==> src/rtl/semaforo_sensor_timer.sv <==
// Purpose : conditions the raw car sensor (sync + debounce + minimum-green gate) into CAR,
//           and times the red phase into TIMEOUT, for the traffic-light FSM.
// Latency : car_in -> car_db is 2 + DEBOUNCE edges; CAR/TIMEOUT are registered one edge after their conditions.
// Backpressure: none; free-running observer of the lamp outputs, no handshake.
//
// Ports:
//   clk        system clock, rising edge
//   res        asynchronous active-high reset
//   car_in     raw, asynchronous, bouncing car sensor
//   GRN/YLW/RED lamp outputs of the FSM
//   CAR        conditioned car request (registered)
//   TIMEOUT    red-phase timeout level (registered)
//   lamp_fault sticky illegal-lamp flag (registered)
//
// Optional feature: SEMAFORO_FAULT_EN enables lamp-combination fault detection
// and output forcing; when undefined lamp_fault is tied to 0.
module semaforo_sensor_timer #(
   parameter int RED_CYCLES = 4,
   parameter int MIN_GREEN  = 2,
   parameter int DEBOUNCE   = 3,
   parameter int CNT_W      = 8
) (
   input  logic clk,
   input  logic res,
   input  logic car_in,
   input  logic GRN,
   input  logic YLW,
   input  logic RED,
   output logic CAR,
   output logic TIMEOUT,
   output logic lamp_fault
);

   // Thresholds compared at CNT_W+1 bits so cnt+1 never wraps.
   localparam logic [CNT_W:0]   C_RED_CYCLES = (CNT_W+1)'(RED_CYCLES);
   localparam logic [CNT_W:0]   C_MIN_GREEN  = (CNT_W+1)'(MIN_GREEN);
   localparam logic [CNT_W-1:0] C_DEB_LAST   = (CNT_W)'(DEBOUNCE - 1);
   localparam logic [CNT_W-1:0] C_ONE        = (CNT_W)'(1);
   localparam logic [CNT_W-1:0] C_MAX        = '1;

   logic             r_sync1;
   logic             r_sync2;
   logic             r_car_db;
   logic [CNT_W-1:0] r_deb_cnt;
   logic [CNT_W-1:0] r_grn_cnt;
   logic [CNT_W-1:0] r_red_cnt;
   logic             r_car;
   logic             r_timeout;

   logic [CNT_W:0]   w_grn_inc;
   logic [CNT_W:0]   w_red_inc;
   logic             w_grn_ok;
   logic             w_red_ok;
   logic             w_force;

   assign w_grn_inc = {1'b0, r_grn_cnt} + {{CNT_W{1'b0}}, 1'b1};
   assign w_red_inc = {1'b0, r_red_cnt} + {{CNT_W{1'b0}}, 1'b1};
   assign w_grn_ok  = (w_grn_inc >= C_MIN_GREEN);
   assign w_red_ok  = (w_red_inc >= C_RED_CYCLES);

`ifdef SEMAFORO_FAULT_EN
   logic       r_fault;
   logic [1:0] w_lamp_cnt;
   logic       w_fault_nxt;

   assign w_lamp_cnt  = {1'b0, GRN} + {1'b0, YLW} + {1'b0, RED};
   assign w_fault_nxt = r_fault | (w_lamp_cnt != 2'd1);
   // Force on the next-state value so the edge that detects the fault already yields 0 outputs.
   assign w_force     = w_fault_nxt;
   assign lamp_fault  = r_fault;

   always_ff @(posedge clk or posedge res) begin
      if (res) r_fault <= 1'b0;
      else     r_fault <= w_fault_nxt;
   end
`else
   // YLW only matters for fault checking, which is absent in this build.
   logic w_unused_ylw;
   assign w_unused_ylw = YLW;
   assign w_force      = 1'b0;
   assign lamp_fault   = 1'b0;
`endif

   always_ff @(posedge clk or posedge res) begin
      if (res) begin
         r_sync1   <= 1'b0;
         r_sync2   <= 1'b0;
         r_car_db  <= 1'b0;
         r_deb_cnt <= '0;
         r_grn_cnt <= '0;
         r_red_cnt <= '0;
         r_car     <= 1'b0;
         r_timeout <= 1'b0;
      end else begin
         r_sync1 <= car_in;
         r_sync2 <= r_sync1;

         // Debounce: a new level needs DEBOUNCE consecutive differing samples.
         if (r_sync2 != r_car_db) begin
            if (r_deb_cnt == C_DEB_LAST) begin
               r_car_db  <= r_sync2;
               r_deb_cnt <= '0;
            end else begin
               r_deb_cnt <= r_deb_cnt + C_ONE;
            end
         end else begin
            r_deb_cnt <= '0;
         end

         if (!GRN)                   r_grn_cnt <= '0;
         else if (r_grn_cnt != C_MAX) r_grn_cnt <= r_grn_cnt + C_ONE;

         if (!RED)                   r_red_cnt <= '0;
         else if (r_red_cnt != C_MAX) r_red_cnt <= r_red_cnt + C_ONE;

         // Pre-edge car_db and counters decide the outputs.
         r_car     <= GRN & r_car_db & w_grn_ok & ~w_force;
         r_timeout <= RED & w_red_ok & ~w_force;
      end
   end

   assign CAR     = r_car;
   assign TIMEOUT = r_timeout;

endmodule

==> config.mk <==
export PLATFORM = sky130hd
export DESIGN_NAME = semaforo_sensor_timer
export DESIGN_NICKNAME = d
export VERILOG_FILES = /design/src/rtl/semaforo_sensor_timer.sv
export SDC_FILE = /design/constraint.sdc
export NUM_CORES = 1
export LEC_CHECK = 0
export CAP_MARGIN = 0
export CORE_AREA = 2 2 57 59
export DETAILED_ROUTE_END_ITERATION = 6
export DIE_AREA = 0 0 59 61
export GPL_TIMING_DRIVEN = 0
export PLACE_DENSITY_LB_ADDON = 0.25
export SYNTH_ARGS = -nofsm -noshare
export SYNTH_HDL_FRONTEND = slang
export SYNTH_SLANG_ARGS = --single-unit
==> constraint.sdc <==
create_clock -name clk -period 1.55 [get_ports clk]
set_input_delay 0.31 -clock clk [delete_from_list [all_inputs] [get_ports clk]]
set_output_delay 0.31 -clock clk [all_outputs]
set_load 0.01 [all_outputs]
==> impl_metrics.csv, run 1 <==
group,metric,value,unit
run_status,status,"finished, final reports clean",
global_routing,grt_pass1_wl,4260,um
yosys,synth_edf_count,0,
detailed_routing,vias_per_cell,5.50,
die,dieArea,3600,um2
detailed_routing,routedWlPerCell,12.4,um
finish,register_area,727,um2
detailed_routing,drtAntennaViolNets,0,
die,die_w,59,um
finish,multiInputGateArea,749,um2
worst_setup_path,cp_slowest_cell,"clkdlybuf4s50_1",
timing,post-route-min-period,1480,ps
yosys,synth-compound-area-share,11.1,%
yosys,synth_cells,143,
clock_tree,clock_path_buffers,2,
yosys,yosys_warnings,0,
finish,areaGrowthSynthToFinish,17.8,%
yosys,synthFlopType,"dfrtp_1",
global_routing,track_usage,16.5,%
worst_setup_path,cp_max_fo,1,
worst_setup_path,start_kind,"register",
worst_setup_path,crit_path_start,"CAR",
worst_setup_path,critical-path-top-delay-family,"buffers and inverters",
yosys,synth_top_family_by_area,"simple AND/OR/NAND/NOR gates",
worst_setup_path,end_kind,"output port",
detailed_routing,drtIter0Drc,54,
timing,tightest_slew,1070,ps
yosys,synth.distinct_cells,40,
timing,finClkSkew,8.86,ps
detailed_routing,vias,1061,
clock_tree,cts-root-buf,"clkbuf_4",
yosys,synth_mux_area_share,2.80,%
global_routing,grt_pass1_vias,1007,
placed_design,dpl.hpwl,1630,um
detailed_routing,drc,0,
clock_tree,clock_latency,330,ps
yosys,yosys.area_share.simple,21.3,%
yosys,ys_top_cells_by_area,"dfrtp_1, xor2_1, ha_1",
worst_setup_path,crit_buf_inv,1,
global_routing,grt-ovfl-total,0,
placed_design,pre_cts_ws,-109,ps
finish,instances_no_fill,193,
timing,drv_slew,0,
global_routing,grt_max_degree,30,
placed_design,port-buffer-count,6,
worst_hold_path,min_from,"r_sync1",
detailed_routing,dr.pass1.iters,4,
timing,clock.fmax,676,MHz
yosys,avgSynthCellArea,10.3,um2
yosys,netlist.top_cell.by_area,"dfrtp_1",
yosys,ys_seq_area_share,49.2,%
die,ios,9,
clock_tree,numCtsBuffers,5,
pwr,p_per_area,1100,nW/um2
worst_setup_path,r2r_setup_slack,110,ps
clock_tree,clk_pin_slew,90,ps
clock_tree,cts.sinks,29,
yosys,synthAdderAreaFrac,4.24,%
timing,setup_viol,0,
die,dieHeight,61,um
yosys,syn_area,1470,um2
placed_design,dpl.cell_count,182,
timing,fin_setup_tns,0,ps
timing,rsz0062_at_grt,"false",
worst_setup_path,crit_required,1240,ps
clock_tree,holdBufCountCts,0,
yosys,async_reset_ff_share,100,%
yosys,synth_xor_area_share,8.91,%
die,start_util,49.9,%
finish,diodes,0,
detailed_routing,drt-total-wl,2390,um
finish,final_core_util,58.8,%
run,max-cap-violations,0,
die,core-area,2950,um2
timing,timing.final.crit_share,95.4,%
worst_setup_path,critPathArrivalTime,1170,ps
yosys,syn_nets,154,
timing,layout_setup_ws,70.6,ps
timing,hold_viol_final,0,
finish,fin_nets,170,
clock_tree,cts_tree,"built",
finish,fill_cells,270,
worst_setup_path,max_stage_delay,520,ps
pwr,leakage,0.000810,uW
timing,slew_headroom,28.4,%
placed_design,gp_congestion,0.796,
clock_tree,cts_max_level,2,
worst_setup_path,critical_path_class,"reg -> out",
global_routing,grt_antenna_before_repair,0,
worst_hold_path,worstHoldPathType,"reg -> reg",
finish,drive_gt1_share,15.0,%
yosys,synth_top_cell_area_share,49.2,%
worst_setup_path,reg2reg_from,"r_grn_cnt[1]",
worst_setup_path,path_cells,"clkdlybuf4s50_1",
pwr,total_power,1910,uW
pwr,ir_drop,0.000785,V
yosys,synth_seq_cells,29,
die,num_rows,20,
area by class of cell:
type | count | share of cell area [%]
multi-input cells | 107 | 43.2
clock buffers | 5 | 2.16
plain buffers | 2 | 0.720
clock inverters | 3 | 3.75
inverters | 5 | 1.08
flip-flops and latches | 29 | 41.9
well taps | 33 | 2.38
repair buffers | 9 | 4.90
timing repair:
item | 4_1_cts | 5_1_grt
hold endpoints to repair | 0 | 0
endpoints found under the setup margin | 2 | 14
gates resized for setup | 2 | 7
buffers inserted | 1 | 2
cloned | 0 | 0
where the power goes:
group / leakage (uW) / internal [uW] / switching, uW
sequential: 0.000389 / 818 / 62.8
clock: 0.0000552 / 499 / 276
combinational: 0.000366 / 120 / 137
total: 0.000810 / 1440 / 476
stage by stage:
| stage | hold WS, ps | instance area, um2 |
|---|---|---|
| after floorplan | 331 | 1470 |
| after global placement | 343 | 1580 |
| after detailed placement | 337 | 1580 |
| after CTS | 359 | 1690 |
| after global routing | 382 | 1740 |
| final | 358 | 1740 |
cell usage after synthesis, types with 4 or more instances:
| library cell | number |
|---|---|
| nor2_1 | 16 |
| xor2_1 | 12 |
| ha_1 | 5 |
| dfrtp_1 | 29 |
| nand3_1 | 9 |
| a21oi_1 | 7 |
| inv_1 | 4 |
| nand2_1 | 13 |
state kept, by name, summed over array words and instances, names as in the netlist:
name / flops
r_red_cnt: 8
r_grn_cnt: 8
r_car_db: 1
TIMEOUT: 1
CAR: 1
r_sync1: 1
r_sync2: 1
r_deb_cnt: 8
logic make-up (layout without fill, tap and decap cells):
logic type / after synthesis / in the layout
simple gates: 58 / 58
fa+ha+maj: 5 / 5
buf+inv: 7 / 24
other cells: 1 / 1
compound gates: 24 / 24
mux: 4 / 4
xor+xnor: 15 / 15
flops: 29 / 29
cell usage in the layout (no fill, tap or decap), types with 2 or more instances in the layout:
master / n
and3_1: 2
buf_4: 4
bufinv_16: 2
nand4_1: 2
xor2_1: 12
nor4b_1: 2
o21ai_0: 2
inv_1: 4
nand3_1: 9
o32ai_1: 2
xnor2_1: 3
clkdlybuf4s50_1: 5
nor2_1: 16
dfrtp_1: 28
ha_1: 3
mux2i_1: 3
a21oi_1: 7
clkbuf_4: 5
nor3_1: 2
nand2_1: 12
nand4_4: 2
a21boi_0: 3
and2_1: 3
a31oi_1: 2
worst paths after layout:
path,end,cells past startpoint
hold / removal,r_sync2,0
max in group asynchronous,r_grn_cnt[0],2
min in group asynchronous,r_red_cnt[4],2
setup reg to reg,r_grn_cnt[0],5
hold reg to reg,r_sync2,0
setup / recovery,CAR,1
layer usage:
layer | share of wire, % | global-route usage (%) | wire length, um | up-vias
met5 | 0 | 0 | 0 | -
met2 | 45 | 24.8 | 1080 | 18
met4 | 2.6 | 8.12 | 61 | 0
met3 | 4.3 | 7.04 | 103 | 7
met1 | 48 | 20.4 | 1150 | 499
li1 | - | - | - | 537
Power figures use the tool's default switching activity.
==> inputs of run 2 (changes only) <==
- CORE_AREA: 2 2 57 59 -> 2 2 54 56
- DIE_AREA: 0 0 59 61 -> 0 0 56 58
- GPL_ROUTABILITY_DRIVEN: default -> 0
- clock period: 1.55 -> 1.6 ns (I/O delays scaled with it)
==> run 2 against run 1 <==
Net effect:
- via count increased by 2.7%
- register-to-register slack barely moved
- clock skew shrank 3.6 ps
- critical path depth did not move
- sequential share of layout area increased by 2.2 points
- critical path type unchanged
- critical endpoint unchanged
==> impl_metrics.csv, run 2 (same netlist as run 1, synthesis figures left out) <==
group,metric,value,unit
run_status,status,"finished, final reports clean",
pwr,p_per_area,933,nW/um2
detailed_routing,drc,0,
timing,tightest_slew,1040,ps
global_routing,grt_pass1_vias,1064,
die,start_util,55.4,%
timing,rsz0062_at_grt,"false",
timing,slew_headroom,30.5,%
pwr,leakage,0.000754,uW
die,dieArea,3250,um2
global_routing,grt_pass1_wl,4590,um
finish,diodes,0,
finish,top_regs,"r_deb_cnt: 8 flops, r_grn_cnt: 8 flops, r_red_cnt: 8 flops",
timing,finClkSkew,5.23,ps
die,num_rows,19,
global_routing,grt_antenna_before_repair,0,
detailed_routing,routedWlPerCell,13.4,um
worst_setup_path,critical-path-top-delay-family,"buffers and inverters",
detailed_routing,drt-total-wl,2500,um
finish,layout_commonest_cell,"dfrtp_1",
placed_design,place_area,1570,um2
clock_tree,postCtsSetupBuffers,0,
clock_tree,holdBufCountCts,0,
clock_tree,cts_max_level,2,
timing,clock.fmax,671,MHz
timing,drv_slew,0,
global_routing,track_usage,18.6,%
clock_tree,cts_tree,"built",
worst_setup_path,path_cells,"clkdlybuf4s50_1",
finish,instances_no_fill,187,
global_routing,grt-ovfl-total,0,
die,core-area,2660,um2
worst_setup_path,critical_path_class,"reg -> out",
finish,fill_cells,239,
clock_tree,clock_path_buffers,2,
worst_setup_path,cp_slowest_cell,"clkdlybuf4s50_1",
finish,drive_gt1_share,10.9,%
run,max-cap-violations,0,
worst_setup_path,crit_required,1280,ps
detailed_routing,dr.pass1.iters,5,
die,die_w,56,um
worst_setup_path,max_stage_delay,520,ps
placed_design,dpl.cell_count,180,
finish,areaGrowthSynthToFinish,12.2,%
finish,stdcell_area,1650,um2
worst_setup_path,crit_buf_inv,1,
detailed_routing,vias_per_cell,5.83,
clock_tree,clock_latency,320,ps
clock_tree,clk_pin_slew,80,ps
global_routing,grt_max_degree,30,
placed_design,port-buffer-count,6,
finish,fin_nets,167,
detailed_routing,vias,1090,
worst_setup_path,critPathArrivalTime,1170,ps
timing,hold_viol_final,0,
clock_tree,cts-root-buf,"clkbuf_4",
worst_setup_path,end_kind,"output port",
detailed_routing,drtAntennaViolNets,0,
timing,post-route-min-period,1490,ps
die,dieHeight,58,um
worst_setup_path,cp_max_fo,1,
worst_hold_path,worstHoldPathType,"reg -> reg",
timing,setup_viol,0,
clock_tree,numCtsBuffers,5,
pwr,ir_drop,0.000678,V
finish,final_core_util,62.1,%
worst_setup_path,start_kind,"register",
detailed_routing,drtIter0Drc,29,
finish,final_cell_mix,"dfrtp_1, nor2_1, xor2_1, nand2_1, nand3_1",
timing,timing.final.crit_share,93.1,%
placed_design,dpl.hpwl,1770,um
die,ios,9,
clock_tree,cts.sinks,29,
pwr,total_power,1540,uW
==> run 2: cell types whose count changed in the layout (fill, tap and decap cells not counted), sizes merged <==
cell,delta
buf,-3
clkinv,-1
bufinv,-2
clkdlybuf4s50,+1
dlymetal6s2s,-1
clkbuf,+2
==> run 2: timing repair <==
item,in CTS,in global routing
endpoints found under the setup margin,1,6
pin swaps,0,0
resized for setup,1,5
==> run 2: worst paths after layout <==
path,start,cells after the start,slack [ps],end
min reg2reg,r_sync1,0,350,r_sync2
max reg2reg,r_grn_cnt[0],5,110,r_grn_cnt[0]
min,r_sync1,0,350,r_sync2
max,CAR,1,110,CAR
min in group asynchronous,res,2,550,r_deb_cnt[4]
max in group asynchronous,res,2,340,r_grn_cnt[0]
==> run 2: area by class of cell <==
class | count | area [um2] | area share, %
Multi-Input combinational cell | 107 | 741 | 44.8
Sequential cell | 29 | 728 | 44.0
Timing Repair Buffer | 6 | 60.1 | 3.63
Clock buffer | 7 | 55.1 | 3.33
Tap cell | 31 | 38.8 | 2.34
Inverter | 5 | 18.8 | 1.13
Buffer | 2 | 12.5 | 0.756
==> run 2: per-layer routing <==
metal / global-route usage [%] / vias up / wire [um] / part of all wire (%)
li1: - / 528 / - / -
met3: 6.70 / 7 / 105 / 4.2
met4: 10.5 / 0 / 70 / 2.8
met2: 29.7 / 19 / 1220 / 49
met5: 0 / - / 0 / 0
met1: 21.9 / 536 / 1100 / 44
==> run 2: report_power, final <==
group | total [uW] | internal [uW] | switching (uW) | leakage [uW]
registers | 863 | 793 | 70.7 | 0.000388
logic | 247 | 110 | 137 | 0.000335
clock network | 434 | 207 | 227 | 0.0000314
==> run 2: stage by stage <==
step                      hold slack [ps]  setup slack [ps]  setup TNS [ps]
final                                 354               110               0
after global placement                337             -8.27            -201
after detailed placement              342             -60.8           -1720
after CTS                             355              6.39               0
after global routing                  371              8.12               0
after floorplan                       331               164               0
